File: config.mk
export PLATFORM = sky130hd
export DESIGN_NAME = dis_act_gen
export DESIGN_NICKNAME = d
export VERILOG_FILES = /design/src/rtl/dis_act_pkg.sv /design/src/rtl/act_pack_buf.sv /design/src/rtl/dis_act_gen.sv
export SDC_FILE = /design/constraint.sdc
export NUM_CORES = 1
export LEC_CHECK = 0
export CAP_MARGIN = 20
export CORE_ASPECT_RATIO = 1.25
export CORE_MARGIN = 2
export CORE_UTILIZATION = 35
export DETAILED_ROUTE_END_ITERATION = 12
export PLACE_DENSITY = 0.57
export REMOVE_ABC_BUFFERS = 1
export SYNTH_ARGS = -nofsm -noshare
export SYNTH_HDL_FRONTEND = slang
export SYNTH_HIERARCHICAL = 1
export SYNTH_SLANG_ARGS = --single-unit
File: constraint.sdc
create_clock -name clk -period 3.7 [get_ports clk]
set_input_delay 1.11 -clock clk [delete_from_list [all_inputs] [get_ports clk]]
set_output_delay 1.11 -clock clk [all_outputs]
set_load 0.01 [all_outputs]
File: src/rtl/dis_act_pkg.sv
// -----------------------------------------------------------------------------
// dis_act_pkg
//   Shared definitions for the activation distributor (dis_act_gen) and its
//   packing buffer (act_pack_buf):
//     - default parameter values
//     - FSM state encoding
//     - popcount and ceiling-divide helpers
// -----------------------------------------------------------------------------
package dis_act_pkg;

  localparam int DEF_DATA_WIDTH  = 8;
  localparam int DEF_BLOCK_DEPTH = 32;
  localparam int DEF_RD_WORDS    = 4;
  localparam int DEF_ADDR_WIDTH  = 10;

  // Widest flag vector the popcount helper accepts; callers zero-extend.
  localparam int MAX_DEPTH = 256;

  localparam logic [2:0] S_IDLE      = 3'd0;
  localparam logic [2:0] S_CHECKDATA = 3'd1;
  localparam logic [2:0] S_FLAGWAIT  = 3'd2;
  localparam logic [2:0] S_FETCH     = 3'd3;
  localparam logic [2:0] S_DRAIN     = 3'd4;
  localparam logic [2:0] S_WAITGET   = 3'd5;

  function automatic int unsigned f_popcount(input logic [MAX_DEPTH-1:0] i_vec);
    int unsigned cnt;
    cnt = 0;
    for (int i = 0; i < MAX_DEPTH; i++) begin
      if (i_vec[i]) cnt++;
    end
    return cnt;
  endfunction

  function automatic int unsigned f_ceil_div(input int unsigned i_num,
                                             input int unsigned i_den);
    return (i_num + i_den - 1) / i_den;
  endfunction

endpackage

File: src/rtl/act_pack_buf.sv
// -----------------------------------------------------------------------------
// act_pack_buf
//   Assembles one block of activations from successive GBF read words.
//   Each write delivers RD_WORDS activations; a write pointer (in activation
//   units) tracks how many activations of the block have arrived so far.
//   Activations beyond the block count are discarded.
//   Build option DIS_ACT_GEN_SCATTER_EN: activation i lands at the slot of the
//   i-th set flag instead of slot i.
//
// Ports
//   clk, rst_n : clock, async active-low reset
//   i_clr      : clear buffer and write pointer (block start / restart)
//   i_wr       : i_word holds valid read data this cycle
//   i_cnt      : number of activations in the block
//   i_flags    : block flags (scatter build only)
//   i_word     : RD_WORDS activations, word 0 in LSBs
//   o_act      : assembled block, slot 0 in LSBs
// -----------------------------------------------------------------------------
module act_pack_buf
  import dis_act_pkg::*;
#(
  parameter int DATA_WIDTH  = DEF_DATA_WIDTH,
  parameter int BLOCK_DEPTH = DEF_BLOCK_DEPTH,
  parameter int RD_WORDS    = DEF_RD_WORDS,
  parameter int CNT_W       = $clog2(BLOCK_DEPTH) + 1
) (
  input  logic                              clk,
  input  logic                              rst_n,
  input  logic                              i_clr,
  input  logic                              i_wr,
  input  logic [CNT_W-1:0]                  i_cnt,
`ifdef DIS_ACT_GEN_SCATTER_EN
  input  logic [BLOCK_DEPTH-1:0]            i_flags,
`endif
  input  logic [DATA_WIDTH*RD_WORDS-1:0]    i_word,
  output logic [DATA_WIDTH*BLOCK_DEPTH-1:0] o_act
);

  logic [CNT_W-1:0]                  r_wr_ptr;
  logic [DATA_WIDTH*BLOCK_DEPTH-1:0] r_act;
  logic [DATA_WIDTH*BLOCK_DEPTH-1:0] w_act_nxt;

  // For each output slot, find which activation index belongs there and
  // whether that index is part of the word currently arriving.
  always_comb begin
    int   k;
    int   rank;
    logic hit;
    w_act_nxt = r_act;
    k         = 0;
    rank      = 0;
    hit       = 1'b0;
    for (int s = 0; s < BLOCK_DEPTH; s++) begin
`ifdef DIS_ACT_GEN_SCATTER_EN
      rank = 0;
      for (int t = 0; t < s; t++) begin
        if (i_flags[t]) rank++;
      end
      k   = rank - int'(r_wr_ptr);
      hit = i_flags[s] && (rank < int'(i_cnt)) && (k >= 0) && (k < RD_WORDS);
`else
      k   = s - int'(r_wr_ptr);
      hit = (s < int'(i_cnt)) && (k >= 0) && (k < RD_WORDS);
`endif
      if (i_wr && hit) begin
        w_act_nxt[s*DATA_WIDTH +: DATA_WIDTH] = i_word[k*DATA_WIDTH +: DATA_WIDTH];
      end
    end
  end

  always_ff @(posedge clk or negedge rst_n) begin
    if (!rst_n) begin
      r_act    <= '0;
      r_wr_ptr <= '0;
    end else if (i_clr) begin
      r_act    <= '0;
      r_wr_ptr <= '0;
    end else if (i_wr) begin
      r_act    <= w_act_nxt;
      r_wr_ptr <= r_wr_ptr + CNT_W'(RD_WORDS);
    end
  end

  assign o_act = r_act;

endmodule

File: src/rtl/dis_act_gen.sv
// -----------------------------------------------------------------------------
// dis_act_gen
//   Activation distributor. On request, reads one flag word from the flag GBF,
//   then reads ceil(N/RD_WORDS) activation words (N = set flags) from the
//   activation GBF, assembles the block and presents it until the consumer
//   takes it. Both GBFs return data one cycle after the read enable.
//   Build option DIS_ACT_GEN_SCATTER_EN: activations are scattered to their
//   flagged slots instead of packed densely from slot 0.
//
// State | meaning
//   IDLE      | no block in progress
//   CHECKDATA | wait for both GBFs valid, issue flag read
//   FLAGWAIT  | flag data returns; register flags and count N
//   FETCH     | issue activation reads, stall while GBFACT_Val low
//   DRAIN     | capture data of the final activation read
//   WAITGET   | block ready, hold until CTRLACT_GetAct
//
// Ports
//   clk, rst_n                     : clock, async active-low reset
//   CTRLACT_PlsFetch/Restart/GetAct: controller request / sync restart / accept
//   DISACT_RdyAct/FlgAct/Act       : block ready, block flags, block data
//   GBFFLGACT_*                    : flag GBF read port
//   GBFACT_*                       : activation GBF read port
// -----------------------------------------------------------------------------
module dis_act_gen
  import dis_act_pkg::*;
#(
  parameter int DATA_WIDTH  = DEF_DATA_WIDTH,
  parameter int BLOCK_DEPTH = DEF_BLOCK_DEPTH,
  parameter int RD_WORDS    = DEF_RD_WORDS,
  parameter int ADDR_WIDTH  = DEF_ADDR_WIDTH
) (
  input  logic                              clk,
  input  logic                              rst_n,
  input  logic                              CTRLACT_PlsFetch,
  input  logic                              CTRLACT_Restart,
  input  logic                              CTRLACT_GetAct,
  output logic                              DISACT_RdyAct,
  output logic [BLOCK_DEPTH-1:0]            DISACT_FlgAct,
  output logic [DATA_WIDTH*BLOCK_DEPTH-1:0] DISACT_Act,
  input  logic                              GBFFLGACT_Val,
  output logic                              GBFFLGACT_EnRd,
  output logic [ADDR_WIDTH-1:0]             GBFFLGACT_AddrRd,
  input  logic [BLOCK_DEPTH-1:0]            GBFFLGACT_DatRd,
  input  logic                              GBFACT_Val,
  output logic                              GBFACT_EnRd,
  output logic [ADDR_WIDTH-1:0]             GBFACT_AddrRd,
  input  logic [DATA_WIDTH*RD_WORDS-1:0]    GBFACT_DatRd
);

  localparam int CNT_W = $clog2(BLOCK_DEPTH) + 1;

  logic [2:0]             r_state;
  logic [2:0]             w_state_nxt;
  logic                   r_pend;
  logic [ADDR_WIDTH-1:0]  r_addr_flg;
  logic [ADDR_WIDTH-1:0]  r_addr_act;
  logic [BLOCK_DEPTH-1:0] r_flg;
  logic [CNT_W-1:0]       r_cnt;
  logic [CNT_W-1:0]       r_rd_left;
  logic [CNT_W-1:0]       w_flg_cnt;
  logic                   r_act_vld;
  logic                   w_flg_en;
  logic                   w_act_en;
  logic                   w_buf_clr;

  assign w_flg_cnt = CNT_W'(f_popcount(MAX_DEPTH'(GBFFLGACT_DatRd)));

  assign w_flg_en = !CTRLACT_Restart && (r_state == S_CHECKDATA) &&
                    GBFFLGACT_Val && GBFACT_Val;
  assign w_act_en = !CTRLACT_Restart && (r_state == S_FETCH) && GBFACT_Val;

  always_comb begin
    w_state_nxt = r_state;
    case (r_state)
      S_IDLE:      if (CTRLACT_PlsFetch || r_pend) w_state_nxt = S_CHECKDATA;
      S_CHECKDATA: if (w_flg_en) w_state_nxt = S_FLAGWAIT;
      S_FLAGWAIT:  w_state_nxt = (w_flg_cnt == '0) ? S_WAITGET : S_FETCH;
      S_FETCH:     if (w_act_en && (r_rd_left == CNT_W'(1))) w_state_nxt = S_DRAIN;
      S_DRAIN:     w_state_nxt = S_WAITGET;
      S_WAITGET: begin
        if (CTRLACT_GetAct) begin
          w_state_nxt = (r_pend || CTRLACT_PlsFetch) ? S_CHECKDATA : S_IDLE;
        end
      end
      default:     w_state_nxt = S_IDLE;
    endcase
  end

  always_ff @(posedge clk or negedge rst_n) begin
    if (!rst_n) begin
      r_state    <= S_IDLE;
      r_pend     <= 1'b0;
      r_addr_flg <= '0;
      r_addr_act <= '0;
      r_flg      <= '0;
      r_cnt      <= '0;
      r_rd_left  <= '0;
      r_act_vld  <= 1'b0;
    end else if (CTRLACT_Restart) begin
      r_state    <= S_IDLE;
      r_pend     <= 1'b0;
      r_addr_flg <= '0;
      r_addr_act <= '0;
      r_rd_left  <= '0;
      r_act_vld  <= 1'b0;
    end else begin
      r_state   <= w_state_nxt;
      r_act_vld <= w_act_en;
      if (w_flg_en) r_addr_flg <= r_addr_flg + 1'b1;
      if (w_act_en) begin
        r_addr_act <= r_addr_act + 1'b1;
        r_rd_left  <= r_rd_left - 1'b1;
      end
      if (r_state == S_FLAGWAIT) begin
        r_flg     <= GBFFLGACT_DatRd;
        r_cnt     <= w_flg_cnt;
        r_rd_left <= CNT_W'(f_ceil_div(32'(w_flg_cnt), 32'(RD_WORDS)));
      end
      // One-deep request memory: only a taken block clears it, and requests
      // seen in IDLE are served directly rather than remembered.
      if (r_state == S_IDLE) begin
        r_pend <= 1'b0;
      end else if ((r_state == S_WAITGET) && CTRLACT_GetAct) begin
        r_pend <= 1'b0;
      end else if (CTRLACT_PlsFetch) begin
        r_pend <= 1'b1;
      end
    end
  end

  // Buffer is cleared as each new block's flags arrive, so a zero-flag block
  // presents all-zero data and leftovers from a restarted block never leak.
  assign w_buf_clr = CTRLACT_Restart || (r_state == S_FLAGWAIT);

  act_pack_buf #(
    .DATA_WIDTH  (DATA_WIDTH),
    .BLOCK_DEPTH (BLOCK_DEPTH),
    .RD_WORDS    (RD_WORDS),
    .CNT_W       (CNT_W)
  ) u_pack (
    .clk     (clk),
    .rst_n   (rst_n),
    .i_clr   (w_buf_clr),
    .i_wr    (r_act_vld),
    .i_cnt   (r_cnt),
`ifdef DIS_ACT_GEN_SCATTER_EN
    .i_flags (r_flg),
`endif
    .i_word  (GBFACT_DatRd),
    .o_act   (DISACT_Act)
  );

  assign DISACT_RdyAct    = (r_state == S_WAITGET);
  assign DISACT_FlgAct    = r_flg;
  assign GBFFLGACT_EnRd   = w_flg_en;
  assign GBFFLGACT_AddrRd = r_addr_flg;
  assign GBFACT_EnRd      = w_act_en;
  assign GBFACT_AddrRd    = r_addr_act;

endmodule

# == After elaboration in Yosys (flattened, before gate mapping) ==
# Cells that the tools add are included.
# word_totals
output_inout_bits,311
regBits,331
inputBits,71
# op_classes
addsub,69
n_bitwise,1
muxes,88
n_shift,32
eq_ne,10
n_lt_le_gt_ge,96
n_reduce_logical,179
# ops
operator,n
greater-or-equal comparator 32 x 1 -> 1 bit (second input constant),32
less-than comparator 32 x 4 -> 1 bit (second input constant),32
indexed part select 32 x 32 -> 8 bit,32
2-to-1 mux 256 bit,2
2-to-1 mux 8 bit,32
2-to-1 mux 6 bit,36
adder 6 x 1 -> 6 bit (second input constant),30
subtractor 5 x 6 -> 7 bit (first input constant),16
logical AND 1 bit,103
less-than comparator 5 x 6 -> 1 bit (first input constant),16
nonzero test 2 bit,35
AND reduction 2 bit,33
subtractor 4 x 6 -> 7 bit (first input constant),8
less-than comparator 4 x 6 -> 1 bit (first input constant),8
2-to-1 mux 10 bit,4
subtractor 3 x 6 -> 7 bit (first input constant),4
less-than comparator 3 x 6 -> 1 bit (first input constant),4
adder 10 x 1 -> 10 bit (second input constant),2
2-to-1 mux 3 bit,6
case mux 3 bit (6 select lines),1
subtractor 1 x 6 -> 7 bit (first input constant),2
subtractor 2 x 6 -> 7 bit (first input constant),2
less-than comparator 1 x 6 -> 1 bit (first input constant),2
less-than comparator 2 x 6 -> 1 bit (first input constant),2
other kinds (20),31

# == Longest topological paths before layout ==
# logic_depth
word_depth,67
depth_mapped,93

# == Cells and area by module ==
# The synthesis kept the hierarchy.
# modules_own_cells
mod,area_each_um2,instances,cells_each,seq_area_each_um2
act_pack_buf,11969.0,1,993,6506.2
dis_act_gen,8025.2,1,1000,1726.7

# == Worst setup path after synthesis ==
# No wires, ideal clock.
# synth_timing
path_kind,input -> register
startpoint,input port GBFFLGACT_DatRd[0]
endpoint,register r_rd_left[3]
stages,93
setup_ns,0.138
arrival_time_ns,16.435
required_time_ns,3.562
setup_slack_ns,-12.873
n_path_buf,1
cell_sequence,inv_1 -> ha_1 -> buf_6 -> xnor2_1 -> inv_1 -> ha_1 -> xnor2_1 -> and3_1 -> a211oi_2 -> ha_1 -> inv_1 -> a32oi_1 -> nand2_1 -> xnor2_1 -> a21oi_1 -> ha_1 -> nand2_1 -> nand2_1 -> [... 57 more ...] -> inv_1 -> ha_1 -> nand2_1 -> o21ai_0 -> ha_1 -> mux2i_1 -> inv_1 -> ha_1 -> nand2_1 -> nor2_1 -> nand2_1 -> a31o_1 -> a21oi_1 -> a221o_1 -> xor2_1 -> nand2b_1 -> xnor2_1 -> o22ai_1
# synth_between
elab_chain_len,67
# synth_lines
item,line_no,text
start: declaration,dis_act_gen.sv:44,"input logic [BLOCK_DEPTH-1:0] GBFFLGACT_DatRd,"
2-to-1 mux 1 bit (*),dis_act_pkg.sv:30,if (i_vec[i]) cnt++;
adder 1 x 1 -> 2 bit,dis_act_pkg.sv:30,
2-to-1 mux 6 bit (*),dis_act_pkg.sv:30,
adder 6 x 1 -> 6 bit,dis_act_pkg.sv:30,
2-to-1 mux 6 bit (*),dis_act_pkg.sv:30,
adder 6 x 1 -> 6 bit,dis_act_pkg.sv:30,
2-to-1 mux 6 bit (*),dis_act_pkg.sv:30,
adder 6 x 1 -> 6 bit,dis_act_pkg.sv:30,
[... 51 more ...],n/a,
adder 6 x 1 -> 6 bit,dis_act_pkg.sv:30,
2-to-1 mux 6 bit (*),dis_act_pkg.sv:30,
adder 6 x 1 -> 6 bit,dis_act_pkg.sv:30,
2-to-1 mux 6 bit (*),dis_act_pkg.sv:30,
adder 6 x 3 -> 7 bit (*),dis_act_pkg.sv:37,return (i_num + i_den - 1) / i_den;
subtractor 7 x 1 -> 8 bit (*),dis_act_pkg.sv:37,
2-to-1 mux 6 bit (*),dis_act_gen.sv:115,if (r_state == S_FLAGWAIT) begin
2-to-1 mux 6 bit (*),dis_act_gen.sv:100,end else if (CTRLACT_Restart) begin
end signal: assignment,dis_act_gen.sv:113,r_rd_left <= r_rd_left - 1'b1;
end signal: assignment,dis_act_gen.sv:118,"r_rd_left <= CNT_W'(f_ceil_div(32'(w_flg_cnt), 32'(RD_WORDS)));"
end: declaration,dis_act_gen.sv:60,logic [CNT_W-1:0] r_rd_left;
# Every way passes the cells marked *; elsewhere a longest branch is shown, timed or not.
# A chain may end at the register's enable or synchronous reset.

# == Worst setup path in the final report ==
# layout_timing
startpoint,input port GBFFLGACT_DatRd[1]
endpoint,register r_rd_left[3]
# layout_between
elab_chain_len,65
# layout_lines
item,line_no
2-to-1 mux 6 bit (*),dis_act_pkg.sv:30
adder 6 x 1 -> 6 bit,dis_act_pkg.sv:30
2-to-1 mux 6 bit (*),dis_act_pkg.sv:30
adder 6 x 1 -> 6 bit,dis_act_pkg.sv:30
2-to-1 mux 6 bit (*),dis_act_pkg.sv:30
adder 6 x 1 -> 6 bit,dis_act_pkg.sv:30
2-to-1 mux 6 bit (*),dis_act_pkg.sv:30
adder 6 x 1 -> 6 bit,dis_act_pkg.sv:30
[... 49 more ...],n/a
adder 6 x 1 -> 6 bit,dis_act_pkg.sv:30
2-to-1 mux 6 bit (*),dis_act_pkg.sv:30
adder 6 x 1 -> 6 bit,dis_act_pkg.sv:30
2-to-1 mux 6 bit (*),dis_act_pkg.sv:30
adder 6 x 3 -> 7 bit (*),dis_act_pkg.sv:37
subtractor 7 x 1 -> 8 bit (*),dis_act_pkg.sv:37
2-to-1 mux 6 bit (*),dis_act_gen.sv:115
2-to-1 mux 6 bit (*),dis_act_gen.sv:100
# Marks and branches as above.

==> results.txt <==
----------------------------------------------------
[Run status]
  Status ... finished with violations
  Failing checks ... setup timing

[Die]
  CORE AREA ... 0.05631 mm^2
  Total number of placement rows ... 97
  Die area ... 0.05906 mm^2
  Starting density of the core ... 0.3550
  Ports ... 382
  Die height ... 271.2 um
  Die width ... 217.8 um

[Worst hold path]
  Destination of the worst hold path ... DISACT_FlgAct[2]
  Worst min-delay path category ... flip-flop to flip-flop
  Hold Path Stages ... 2
  Start point of the worst min-delay path ... DISACT_FlgAct[2]

[Yosys]
  Syn_area_per_cell ... 10.03 um^2
  Total standard cell area after synthesis ... 0.01999 mm^2
  Area share of the leading cell type in the synthesized netlist ... 0.4118
  Seq cells post-synth ... 329
  Area leader, netlist ... sky130_fd_sc_hd__dfrtp_1
  Primary flip-flop cell chosen by synthesis mapping ... sky130_fd_sc_hd__dfrtp_1
  EDFF count, synth ... 0
  Syn. warnings ... 6
  Number of standard cells after synthesis ... 1993
  Share of synthesized flip-flops with an asynchronous set or reset ... 1.000
  Sequential element share of the synthesized area ... 0.4118
  Count of different cell masters after synthesis ... 98
  Main area contributors after synthesis ... sky130_fd_sc_hd__dfrtp_1 41%, sky130_fd_sc_hd__mux2i_1 12%, sky130_fd_sc_hd__nand2b_1 7.3%

[Timing]
  Setup TNS ... -141.53 ns
  Final slew viol count ... 0
  Headroom to the max-slew limit ... 0.2890
  Maximum operating frequency ... 64.07 MHz
  Unrepaired setup endpoints after global routing ... true
  Total of endpoints with negative setup slack in the final report ... 13
  Setup Skew ... 0.009438 ns
  Slew @ Worst Pin ... 1.067 ns
  Clock period minus worst slack ... 15.61 ns
  Hold violation count in the final report ... 0
  Post-route clock period utilization ... 4.219
  Setup slack of the critical path after layout ... -11.91 ns

[Job]
  Maxcap violations ... 0

[Routing]
  Antenna violation net count after detailed routing ... 0
  DR iter-0 viols ... 1076
  Routed metal-1 wirelength ... 27190 um
  Per-cell via count in the routed design ... 4.962
  Detail Route met2 WL ... 33140 um
  DRC violations left ... 0
  1st-pass router iterations ... 5
  Per-cell routed wire length ... 18.50 um
  Uppermost signal routing layer after detailed routing ... met5
  Routed length on met3 ... 2453 um
  Total length of routed wires ... 64780 um
  Vias post-DR ... 17370

[Clock tree]
  CTS H-tree lvls ... 2
  Maximum root-to-sink buffer count ... 3
  Clock tree sinks ... 329
  Number of buffers inserted during clock tree synthesis ... 37
  Total of hold buffers inserted after clock tree synthesis ... 0
  Source-to-sink clock delay at the later pin of the worst-skew pair ... 0.54 ns
  Clock slew at the register clock pins of the worst setup and hold paths ... 0.06 ns
  Root buffer cell ... sky130_fd_sc_hd__clkbuf_16
  Clock tree from TritonCTS ... yes

[Global routing]
  Global-route wire length before repair ... 102300 um
  Pin count of the biggest net entering global routing ... 94
  Via count of the first global-routing pass ... 18000
  Overall routing resource usage ... 0.2154
  Antenna violations before repair ... 1
  Total overflow reported by the global router ... 0

[Placement]
  Count of port buffers added during placement ... 381
  Routability-driven placement congestion ratio ... 0.8802
  HPWL reported at the end of detailed placement ... 47240 um
  Cell area after placement ... 0.02695 mm^2

[Critical path]
  Biggest fanout along the worst timing path ... 4
  Worst Path Class, Setup ... input port to flip-flop
  Element type at the critical path start ... input port
  Cell repeated most along the worst path ... sky130_fd_sc_hd__ha_1
  Critical Path AT ... 16.02 ns
  Worst endpoint required time ... 4.11 ns
  RR Startpoint ... u_pack/r_wr_ptr[3]
  Cell type of the slowest stage on the worst timing path ... sky130_fd_sc_hd__a221o_1
  Worst Reg-to-Reg Cells ... 5
  Delay of the slowest cell on the worst path ... 0.37 ns
  Worst setup EP type ... flip-flop
  Reg2reg end ... u_pack/o_act[157]
  Worst reg-to-reg setup slack ... 0.75 ns

[Layout]
  Area growth syn-to-layout ... 47.92%
  Layout Cell Area excl Fill ... 0.02957 mm^2
  Storage element area ... 0.008233 mm^2
  FILL cells ... 5065
  Diodes inserted ... 0
  Multi-input gate area ... 0.01192 mm^2
  Total number of nets in the final design ... 2863
  Layout cells sized above 1 ... 0.2396

----------------------------------------------------
layer usage:
layer	vias up	global-route usage
met5	-	0
met4	2	0.06821
met3	99	0.02801
met2	394	0.3898
met1	8506	0.2638
li1	8371	-
repair_timing:
| action | 4_1_cts | 5_1_grt |
|---|---|---|
| setup buffers | 65 | 29 |
| pin swaps | 66 | 70 |
| gates resized for setup | 118 | 57 |
| endpoints found under the setup margin | 15 | 13 |
| endpoints found under the hold margin | 0 | 0 |
per-stage QoR:
step	cells	hold slack, ns	worst slack, ns	utilization
after global placement	3355	0.4611	-13.27	0.4786
after CTS	3476	0.4770	-11.71	0.5167
after global routing	3501	0.5106	-12.79	0.5252
after detailed placement	3355	0.4621	-13.76	0.4786
final	3501	0.4705	-11.91	0.5252
after floorplan	1898	0.5100	-12.93	-
cells by family after synthesis:
group	Yosys count	share of synthesized area
buffers and inverters	136	0.02760
AO/OA/AOI/OAI	244	0.08874
multiplexers	244	0.1234
flip-flops	329	0.4118
adder cells (fa/ha/maj)	53	0.03304
AND/OR/NAND/NOR	802	0.2133
XOR/XNOR	185	0.1021
synthesized netlist by cell type (all sizes together) (5+ instances only):
cell type	instances
dfrtp	329
mux2i	237
nand2b	232
nand2	211
nor2	139
xnor2	112
clkbuf	68
xor2	59
a21oi	55
nand3	53
ha	52
o21ai	51
inv	41
nor2b	31
buf	27
nor3	27
a22o	24
a31oi	19
nand4	18
nand3b	13
xnor3	13
a211oi	11
and3	11
nor3b	11
nor4	11
nor4b	11
o31ai	11
and2	10
mux2	7
o22ai	7
or2	7
o211a	6
a21o	5
o211ai	5
worst max path at each step:
stage	end	from	slack [ns]	cells past startpoint
floorplan	r_rd_left[3]	GBFFLGACT_DatRd[0]	-12.93	92
global placement	r_rd_left[4]	GBFFLGACT_DatRd[0]	-13.27	94
detailed placement	r_rd_left[3]	GBFFLGACT_DatRd[0]	-13.76	94
CTS	r_state[2]	GBFFLGACT_DatRd[1]	-11.71	92
global route	r_rd_left[3]	GBFFLGACT_DatRd[1]	-12.79	93
finish	r_rd_left[3]	GBFFLGACT_DatRd[1]	-11.91	95
flip-flops by register name, indices dropped and copies added (netlist names):
register / flops
u_pack/o_act: 256
DISACT_FlgAct: 32
GBFACT_AddrRd: 10
GBFFLGACT_AddrRd: 10
r_cnt: 6
r_rd_left: 6
u_pack/r_wr_ptr: 4
r_state: 3
r_act_vld: 1
r_pend: 1
worst max-delay path: cells and delay by family:
family                     cells  cell delay, ns
AOI/OAI and AO/OA             26            3.59
xor gates and xnor gates      14            2.31
adders and majority gates     17            4.64
buffers and inverters         12            1.09
muxes                          4            0.92
and+or+nand+nor               22            2.33
cell type report:
class	count	share of cell area
Timing Repair Buffer	803	0.2416
Clock buffer	48	0.03511
Clock inverter	10	0.004992
Inverter	41	0.005373
Multi-Input combinational cell	1528	0.4031
Tap cell	742	0.03139
Sequential cell	329	0.2784
cell usage in the layout (no fill, tap or decap), types with 9 or more instances in the layout:
cell type / n
sky130_fd_sc_hd__ha_4: 10
sky130_fd_sc_hd__clkbuf_16: 38
sky130_fd_sc_hd__nand4_1: 17
sky130_fd_sc_hd__a21oi_1: 42
sky130_fd_sc_hd__a22o_1: 24
sky130_fd_sc_hd__nand3b_1: 13
sky130_fd_sc_hd__xor2_1: 52
sky130_fd_sc_hd__dfrtp_1: 329
sky130_fd_sc_hd__nand2_2: 9
sky130_fd_sc_hd__a21oi_2: 11
sky130_fd_sc_hd__xnor2_2: 18
sky130_fd_sc_hd__nor3_1: 22
sky130_fd_sc_hd__and3_1: 10
sky130_fd_sc_hd__inv_1: 33
sky130_fd_sc_hd__ha_1: 42
sky130_fd_sc_hd__o21ai_2: 9
sky130_fd_sc_hd__o21ai_0: 34
sky130_fd_sc_hd__a31oi_1: 17
sky130_fd_sc_hd__mux2i_1: 231
sky130_fd_sc_hd__clkdlybuf4s50_1: 375
sky130_fd_sc_hd__buf_6: 17
sky130_fd_sc_hd__nand2_1: 201
sky130_fd_sc_hd__nand3_1: 47
sky130_fd_sc_hd__nor2_1: 133
sky130_fd_sc_hd__nand2b_1: 229
sky130_fd_sc_hd__nor2b_1: 26
sky130_fd_sc_hd__buf_4: 398
sky130_fd_sc_hd__xnor2_4: 10
sky130_fd_sc_hd__nor3b_1: 9
sky130_fd_sc_hd__xnor2_1: 84
Power is left out: the tool's default activity adds up to more than one toggle a clock period on the data nets, which glitch-free logic cannot reach.
